$ cat src/rtl/fwd_scoreboard.sv
// fwd_scoreboard: ID-stage operand bypass and load-use stall unit with its own in-flight destination scoreboard.
// Ports:
//   clk, reset          clock, synchronous active-high reset
//   id_valid            ID holds a real instruction
//   id_rd/id_reg_write  ID destination register and its write enable
//   id_avail_stage      first stage whose output carries the result (0 or >DEPTH means DEPTH)
//   id_rs/id_rs_used    packed source addresses and per-operand read flags
//   flush, hold         squash the ID instruction / freeze the whole pipeline
//   fwd_sel             per operand: 0 = register file, k = forward from stage k
//   stall               hold PC and IF/ID, insert a bubble into EX
//   stall_cycles        saturating count of non-hold stall cycles
module fwd_scoreboard #(
    parameter int NUM_SRC = 2,
    parameter int DEPTH   = 3,
    parameter int REG_AW  = 5,
    parameter int SEL_W   = $clog2(DEPTH + 1)
) (
    input  logic                      clk,
    input  logic                      reset,
    input  logic                      id_valid,
    input  logic [REG_AW-1:0]         id_rd,
    input  logic                      id_reg_write,
    input  logic [SEL_W-1:0]          id_avail_stage,
    input  logic [NUM_SRC*REG_AW-1:0] id_rs,
    input  logic [NUM_SRC-1:0]        id_rs_used,
    input  logic                      flush,
    input  logic                      hold,
    output logic [NUM_SRC*SEL_W-1:0]  fwd_sel,
    output logic                      stall,
    output logic [31:0]               stall_cycles
);
    logic [DEPTH:1]                   v_q;
    logic [DEPTH:1][REG_AW-1:0]       rd_q;
    logic [DEPTH:1][SEL_W-1:0]        av_q;
    logic [NUM_SRC-1:0]               hz;
    logic [SEL_W-1:0]                 av_n;

    assign av_n = (id_avail_stage == '0 || id_avail_stage > SEL_W'(DEPTH)) ? SEL_W'(DEPTH) : id_avail_stage;

    // Scan oldest to youngest so the youngest match is written last and wins.
    always_comb begin
        fwd_sel = '0;
        hz = '0;
        for (int i = 0; i < NUM_SRC; i++) begin
            for (int k = DEPTH; k >= 1; k--) begin
                if (id_rs_used[i] && id_rs[i*REG_AW +: REG_AW] != '0 && v_q[k] && rd_q[k] == id_rs[i*REG_AW +: REG_AW]) begin
                    fwd_sel[i*SEL_W +: SEL_W] = SEL_W'(k);
                    hz[i] = SEL_W'(k) < av_q[k];
                end
            end
        end
    end

    assign stall = id_valid && !flush && |hz;

    always_ff @(posedge clk) begin
        if (reset) begin
            v_q <= '0;
            stall_cycles <= '0;
        end else if (!hold) begin
            for (int k = DEPTH; k >= 2; k--) begin
                v_q[k] <= v_q[k-1];
                rd_q[k] <= rd_q[k-1];
                av_q[k] <= av_q[k-1];
            end
            v_q[1] <= id_valid && !stall && !flush && id_reg_write && id_rd != '0;
            rd_q[1] <= id_rd;
            av_q[1] <= av_n;
            if (stall && stall_cycles != 32'hFFFF_FFFF)
                stall_cycles <= stall_cycles + 32'd1;
        end
    end
endmodule

$ cat config.mk
export PLATFORM = sky130hd
export DESIGN_NAME = fwd_scoreboard
export DESIGN_NICKNAME = d
export VERILOG_FILES = /design/src/rtl/fwd_scoreboard.sv
export SDC_FILE = /design/constraint.sdc
export NUM_CORES = 1
export LEC_CHECK = 0
export ABC_AREA = 1
export CORE_AREA = 2 2 85 87
export CTS_BUF_LIST = sky130_fd_sc_hd__clkbuf_16
export CTS_CLUSTER_DIAMETER = 200
export DETAILED_ROUTE_END_ITERATION = 10
export DIE_AREA = 0 0 87 89
export GPL_TIMING_DRIVEN = 0
export PLACE_DENSITY = 0.75
export SETUP_SLACK_MARGIN = 0.05
export SYNTH_ARGS = -nofsm -noshare
export SYNTH_HDL_FRONTEND = slang
export SYNTH_SLANG_ARGS = --single-unit
$ cat constraint.sdc
create_clock -name clk -period 2.1 [get_ports clk]
set_input_delay 0.315 -clock clk [delete_from_list [all_inputs] [get_ports clk]]
set_output_delay 0.315 -clock clk [all_outputs]
set_load 0.03 [all_outputs]
# Word level (Yosys, flattened, before mapping)
# Cells that the tools add are included.
# W data, S select, Z words.
# totals
ff_bits	56
mem_bits_rw	0
memories	0
latch_bits	0
mem_bits_ro	0
# classes
n_reduce_logical	31
n_eq_ne	7
div	0
mul	0
bitwise_logic	2
mux	12
shifts	0
addsub	1
magnitude_cmp	4
# op_table
op	n
$add A32 B1 Y32 const B	1
$ne A32 B32 Y1 const B	1
$eq A5 B5 Y1	6
$logic_and A1 B1 Y1	21
$reduce_bool A5 Y1	3
$mux W2	6
$mux W1	6
$lt A2 B2 Y1 const A	2
$reduce_and A2 Y1	2
$gt A2 B2 Y1 const B	1
$logic_not A1 Y1	2
$logic_not A2 Y1	1
$lt A1 B2 Y1 const A	1
$not A1 Y1	2
$reduce_or A2 Y1	1
$logic_or A1 B1 Y1	1

# Longest topological paths before layout
# Gate-level depths: netlist of run 1.
# depth
ltp_word	14
depth_mapped	14
ltp_nobuf	13

# Worst setup path after synthesis of run 1
# No wires, ideal clock.
# synth_timing
kind	register -> register
startpoint	reg stall_cycles[1]
endpoint	reg stall_cycles[23]
slack_ns	0.119
arrival_ns	1.911
period_less_slack_ns	1.981
stages_incl_launch_ff	11
cell_sequence	dfxtp_1 > ha_1 > nand2_1 > nor2_1 > nand2_1 > nor2_2 > nand2_1 > nand4_1 > buf_2 > nand2_1 > a21oi_1
# synth_via
elab_chain_len	3
word_cells_on_any_way	4
cone_classes	add/sub: 1; eq/ne: 1; reduce/logical: 2
# synth_lines
item	line_no	rtl
from (decl)	30	output logic [31:0] stall_cycles
from (signal assigned)	70	stall_cycles <= stall_cycles + 32'd1;
branches (longest 3 deep; another with $add A32 B1 Y32)	n/a	
# Several ways; the timed one is not identified.
# A chain may end at the register's enable or synchronous reset.

# Worst setup path after layout of run 1
# layout_timing
startpoint	reg stall_cycles[5]
endpoint	reg stall_cycles[16]
# The elaborated chain is that of the path after synthesis.

==> impl_results.rst, run 1 <==
.. list-table::
   :header-rows: 1

   * - Metric
     - Value
   * - Latest clock arrival within the worst-skew pair
     - 0.29 ns
   * - Total core area
     - 0.006719 sq mm
   * - Worst slew margin
     - 0.3524
   * - Total nets after synthesis
     - 512
   * - Setup crit start kind
     - flip-flop
   * - Average wire per cell in the routed design
     - 14.49 um
   * - Synth Area in Simple Gates
     - 0.3547
   * - Post-CTS Hold Buffers
     - 0
   * - Residual DRC
     - 0
   * - Clock period minus final worst setup slack
     - 2.105 ns
   * - Post-synthesis share of cell area spent on xor and xnor gates
     - 0.1008
   * - Portion of the post-synthesis area used by sequential elements
     - 0.3850
   * - Setup Total Neg Slack
     - -0.009287 ns
   * - Complex-gate fraction of the synthesized area
     - 0.07730
   * - Top FF cell, synth
     - dfxtp_1
   * - GR Overflow Total
     - 0
   * - First-pass GRT wire length
     - 14.78 mm
   * - Type of destination of the critical path
     - flip-flop
   * - Clock tree root driver cell
     - clkbuf_16
   * - Endpoints failing hold
     - 0
   * - Routed via count
     - roughly 3,400
   * - Synth async-reset ratio
     - 0
   * - Final setup skew
     - roughly 0.0035 ns
   * - Leakage dissipation
     - 1.758 nW
   * - Synth Area in Adders
     - 0.003789
   * - Placed Instance Area
     - around 0.004 sq mm
   * - EDFF count, synth
     - 19
   * - Final count of negative-setup-slack endpoints
     - 3
   * - Vias/cell
     - 5.246
   * - Buffers from clock root to sink, at most
     - 2
   * - Io pins
     - 62
   * - Number of levels in the clock H-tree
     - 2
   * - Floorplan die width
     - 87 um
   * - Unique masters post-synth
     - 30
   * - Initial core utilization
     - 0.4914
   * - Maximum number of pins on one net before global-route repair
     - 21
   * - TritonCTS clock tree
     - yes
   * - Worst-path maximum fanout
     - 7
   * - Site row count
     - 30
   * - Buffers on Ports
     - 60
   * - Count of yosys warnings during synthesis
     - 0
   * - Commonest non-fill, non-tap cell in the layout
     - nand2_1
   * - Global routing usage summed across all routing layers
     - 0.2405
   * - Violation count after the first detailed-routing iteration
     - 217
   * - Highest-count cells in the layout ignoring fill and taps
     - nand2_1 (160), inv_1 (46), nor2_1 (46)
   * - Final Cell Area
     - 0.004464 sq mm
   * - Inserted Diodes
     - 0
   * - Number of synthesized register bits
     - between 50 and 60
   * - Main combinational cell family by area after synthesis
     - simple AND/OR/NAND/NOR gates
   * - Worst path arrival time
     - 2.26 ns
   * - CTS buffer count
     - 5
   * - Outcome
     - finished, violations left
   * - Pin slew with the least headroom to its limit
     - roughly 0.97 ns
   * - Hpwl dp
     - a little under 7 mm
   * - Clock sinks
     - 54
   * - Max-capacitance violation count
     - 0
   * - Required time reported for the critical path endpoint
     - 2.25 ns
   * - Total power
     - between 2 and 2.5 mW
   * - Final worst setup slack
     - -0.004726 ns
   * - Net count, final
     - between 500 and 600
   * - RSZ-0062 raised after global routing
     - yes
   * - Fill cell instance count of the final layout
     - 616
   * - Worst setup path class
     - reg2reg
   * - Fin Hold WS
     - 0.4149 ns
   * - End-of-flow core utilization
     - 0.6644
   * - Average cell area after synthesis
     - roughly 6.8 sq um
   * - Hold WC Path Type
     - in2reg
   * - Cell Area, Synth
     - 0.003302 sq mm
   * - Violated checks
     - negative setup slack
   * - Fmax
     - around 480 MHz
   * - Total detailed-routing wirelength
     - 9.360 mm
   * - Gpl congestion
     - 0.9441
   * - Highest ir drop seen on vdd
     - roughly 320 uV
   * - Initial DRT Pass Iterations
     - 5
   * - Full die area
     - 0.007743 sq mm
   * - Number of nets with antenna violations after routing
     - 0
   * - Vias in the first global route
     - ~3,200
   * - Power density cells
     - 471.4 mW/mm^2
   * - Chip Height
     - 89 um
   * - Final period util
     - 1.002
   * - Cells after synthesis
     - 486
   * - Clock slew seen by the registers of the worst setup and hold paths
     - roughly 0.070 ns
   * - Antenna violations before repair
     - 0
   * - Share of final-layout standard cells stronger than drive strength 1
     - 0.1661
   * - Relative area change from synthesis to final layout
     - 35.20%
   * - Max-slew violation total from the final report
     - 0
   * - Fraction of synthesized area in multiplexers
     - 0
[metrics by stage]
stage                     setup WS [ns]  std cells
after floorplan                  0.1189        486
after global placement          -0.7082        626
after detailed placement        -0.7100        626
after CTS                      -0.02784        636
after global routing            -0.1104        646
final                         -0.004726        646
[final cells by class]
cell class                      instances  area [sq um]  share of cell area
Buffer                                 10         82.58             0.01850
Clock buffer                            5         125.1             0.02803
Clock inverter                          3         18.77            0.004204
Inverter                               55         206.4             0.04624
Multi-Input combinational cell        367          1953              0.4375
Sequential cell                        54          1280              0.2867
Tap cell                               80         100.1             0.02242
Timing Repair Buffer                   72         698.2              0.1564
[layer usage]
metal | share of wire | GRT usage
met5 | 0 | 0
met3 | 0.040 | 0.03139
met2 | 0.50 | 0.4296
met1 | 0.43 | 0.2938
met4 | 0.031 | 0.09659
[timing repair]
item                                    in CTS  in global routing
gates cloned                                 0                  3
setup buffers                                2                  7
endpoints found under the setup margin      35                 37
resized for setup                           48                 71
pin swaps                                    1                 22
[cells by family (layout without fill, tap and decap cells)]
family / Yosys count / count (layout)
and+or+nand+nor: 280 / 280
buffers and inverters: 65 / 145
DFF: 54 / 54
AOI/OAI and AO/OA: 48 / 48
xor gates and xnor gates: 38 / 38
adders and majority gates: 1 / 1
[sequential cells by signal (all words and copies together), names as in the netlist]
register,cells
stall_cycles,32
rd_q,15
av_q,4
v_q,3
[worst max-delay path: stages (launching register included)]
cell and delay, ns:
dfxtp_1 0.45, inv_1 0.12, nor2_1 0.22, nand2_2 0.13, nor2_1 0.12, nand4_1 0.08
nor2_1 0.09, nand4_1 0.10, nor2_2 0.19, nor2_4 0.05, buf_12 0.14, buf_4 0.15
nand2_1 0.07, a21oi_2 0.05
[path summary, 6_finish.rpt]
kind | start | end | slack (ns) | cells past startpoint
setup / recovery | stall_cycles[5] | stall_cycles[16] | -0.005 | 13
hold / removal | reset | stall_cycles[0] | 0.41 | 2
setup reg to reg | stall_cycles[5] | stall_cycles[16] | -0.005 | 13
hold reg to reg | av_q[0] | av_q[2] | 0.43 | 0
[power breakdown]
group / switching (mW) / internal [mW] / total (mW)
clock: 0.369 / 0.438 / 0.807
combinational: 0.109 / 0.0711 / 0.180
sequential: 0.0167 / 1.10 / 1.12
[cell usage after synthesis (5+ instances only)]
master | number | area (sq um)
a21oi_1 | 37 | 185.2
dfxtp_1 | 35 | 700.7
edfxtp_1 | 19 | 570.6
inv_1 | 49 | 183.9
inv_2 | 6 | 22.52
nand2_1 | 172 | 645.6
nand3_1 | 15 | 75.07
nand4_1 | 10 | 62.56
nor2_1 | 53 | 198.9
nor3_1 | 14 | 70.07
nor4_1 | 7 | 43.79
o21ai_0 | 5 | 25.02
xnor2_1 | 8 | 70.07
xor2_1 | 30 | 262.8
(Power assumes the default switching activity.)
==> run 2, diff against run 1 <==
--- a/config.mk
+++ b/config.mk
@@ -6,11 +6,11 @@
 export NUM_CORES = 1
 export LEC_CHECK = 0
 export ABC_AREA = 1
-export CORE_AREA = 2 2 85 87
+export CORE_AREA = 2 2 70 105
 export CTS_BUF_LIST = sky130_fd_sc_hd__clkbuf_16
 export CTS_CLUSTER_DIAMETER = 200
 export DETAILED_ROUTE_END_ITERATION = 10
-export DIE_AREA = 0 0 87 89
+export DIE_AREA = 0 0 72 107
 export GPL_TIMING_DRIVEN = 0
 export PLACE_DENSITY = 0.75
 export SETUP_SLACK_MARGIN = 0.05
==> constraint.sdc (replaced) <==
create_clock -name clk -period 2.6 [get_ports clk]
set_input_delay 0.39 -clock clk [delete_from_list [all_inputs] [get_ports clk]]
set_output_delay 0.39 -clock clk [all_outputs]
set_load 0.03 [all_outputs]
==> impl_results.rst, run 2 (synthesis gave the netlist of run 1 again) <==
.. list-table::
   :header-rows: 1

   * - Metric
     - Value
   * - Power density cells
     - 449.7 mW/mm^2
   * - RSZ-0062 raised after global routing
     - no
   * - Total core area
     - ~0.0068 sq mm
   * - Total power
     - 1.899 mW
   * - Fin cells
     - 634
   * - Required time reported for the critical path endpoint
     - 2.21 ns
   * - Post-place setup slack
     - -0.4163 ns
   * - Violation count after the first detailed-routing iteration
     - 90
   * - Outcome
     - finished, final reports clean
   * - Highest-count cells in the layout ignoring fill and taps
     - nand2_1 (172), nor2_1 (51), inv_1 (49)
   * - Average wire per cell in the routed design
     - around 15 um
   * - Type of destination of the critical path
     - primary output
   * - Max reg flops
     - 32
   * - Leakage dissipation
     - 1.731 nW
   * - Inserted Diodes
     - 0
   * - Vias/cell
     - roughly 5.3
   * - Clock slew seen by the registers of the worst setup and hold paths
     - 0.07 ns
   * - Clock sinks
     - 54
   * - Gpl congestion
     - roughly 0.95
   * - Maximum number of pins on one net before global-route repair
     - 21
   * - Max-capacitance violation count
     - 0
   * - Io pins
     - 62
   * - Routed via count
     - between 3,000 and 4,000
   * - TritonCTS clock tree
     - yes
   * - Total detailed-routing wirelength
     - 9.626 mm
   * - Antenna violations before repair
     - 0
   * - Full die area
     - 0.007704 sq mm
   * - Initial core utilization
     - 0.4852
   * - Pin slew with the least headroom to its limit
     - 0.9714 ns
   * - Commonest non-fill, non-tap cell in the layout
     - nand2_1
   * - First-pass GRT wire length
     - 15.44 mm
   * - Highest ir drop seen on vdd
     - 346.7 uV
   * - Setup crit start kind
     - flip-flop
   * - Floorplan die width
     - 72 um
   * - Max-slew violation total from the final report
     - 0
   * - Relative area change from synthesis to final layout
     - 27.89%
   * - Final worst setup slack
     - 0.2855 ns
   * - Latest clock arrival within the worst-skew pair
     - 0.30 ns
   * - Fmax
     - 432.1 MHz
   * - Most flops, register
     - stall_cycles
   * - Dpl cells
     - 624
   * - Global routing usage summed across all routing layers
     - 0.2619
   * - Net count, final
     - 581
   * - Clock period minus final worst setup slack
     - 2.314 ns
   * - Vias in the first global route
     - 3,403
   * - Worst setup path class
     - reg2out
   * - Buffers from clock root to sink, at most
     - 2
   * - Post-CTS Hold Buffers
     - 0
   * - Buffers on Ports
     - 60
   * - CTS buffer count
     - 5
   * - Share of final-layout standard cells stronger than drive strength 1
     - 0.06115
   * - Hold WC Path Type
     - reg2reg
   * - Worst-path maximum fanout
     - 4
   * - Final count of negative-setup-slack endpoints
     - 0
   * - Site row count
     - 37
   * - Worst slew margin
     - 0.3517
   * - Endpoints failing hold
     - 0
   * - Final setup skew
     - around 0.0058 ns
   * - Setup Total Neg Slack
     - 0 ns
   * - Hpwl dp
     - 7.662 mm
   * - Number of levels in the clock H-tree
     - 2
   * - GR Overflow Total
     - 0
   * - Number of nets with antenna violations after routing
     - 0
   * - Clock tree root driver cell
     - clkbuf_16
   * - Worst path arrival time
     - 1.92 ns
   * - Leading registers by flop count
     - stall_cycles: 32 flops, rd_q: 15 flops, av_q: 4 flops
   * - Initial DRT Pass Iterations
     - 4
   * - Final period util
     - 0.8902
   * - Chip Height
     - 107 um
   * - Residual DRC
     - 0
[run 2: metal layers]
metal | vias to the layer above | global-route usage | wire [um]
li1 | 1689 | - | -
met1 | 1567 | 0.2372 | 3390
met2 | 88 | 0.5179 | 5386
met3 | 30 | 0.04041 | 313
met4 | 0 | 0.1617 | 535
met5 | - | 0 | 0
[run 2: critical path, cell delays in order, from the launching register on]
cell and delay (ns):
edfxtp_1 0.41, inv_1 0.13, nor2_1 0.07, nor2_1 0.15
nand2_1 0.09, nor3_2 0.19, nand3_1 0.16, nand3_4 0.13
nand2_1 0.08, inv_1 0.06, clkbuf_4 0.18
[run 2: path summary, 6_finish.rpt]
kind / start / endpoint / slack, ns / cells after the start
worst max-delay path: rd_q[5] / stall / 0.29 / 10
worst min-delay path: av_q[0] / av_q[2] / 0.43 / 0
worst max register to register: stall_cycles[1] / stall_cycles[21] / 0.38 / 10
worst min register to register: av_q[0] / av_q[2] / 0.43 / 0
[run 2: repair_timing]
item	CTS	global route
endpoints found under the setup margin	5	4
resized for setup	20	10
buffers inserted	0	2
pin swaps	0	1
[run 2: report_power, final]
part           switching, mW  leakage (nW)  internal [mW]
registers             0.0129         0.463          0.891
logic                 0.0830          1.18         0.0564
clock network          0.307        0.0915          0.549
[run 2: cell type report]
type	count	area, sq um
tap	78	97.59
buffer	10	52.55
inverter	55	206.4
clock buffer	5	125.1
fill	651	2582
timing repair buffer	62	615.6
clock inverter	3	63.81
sequential	54	1271
multi-input combinational	367	1790
[run 2: through the flow]
step	hold WS (ns)	cell area (sq um)	util
final	0.4328	4223	0.6205
after global routing	0.4439	4223	0.6205
after CTS	0.4373	4188	0.6154
after detailed placement	0.4208	4003	0.5882
after global placement	0.4024	4000	0.5878
after floorplan	0.4003	3302	-
==> run 3, diff against run 2 <==
--- a/config.mk
+++ b/config.mk
@@ -6,6 +6,7 @@
 export NUM_CORES = 1
 export LEC_CHECK = 0
 export ABC_AREA = 1
+export CAP_MARGIN = 10
 export CORE_AREA = 2 2 70 105
 export CTS_BUF_LIST = sky130_fd_sc_hd__clkbuf_16
 export CTS_CLUSTER_DIAMETER = 200
==> results of run 3 <==
No change in the layout: final DEF, timing and power equal those of run 2.
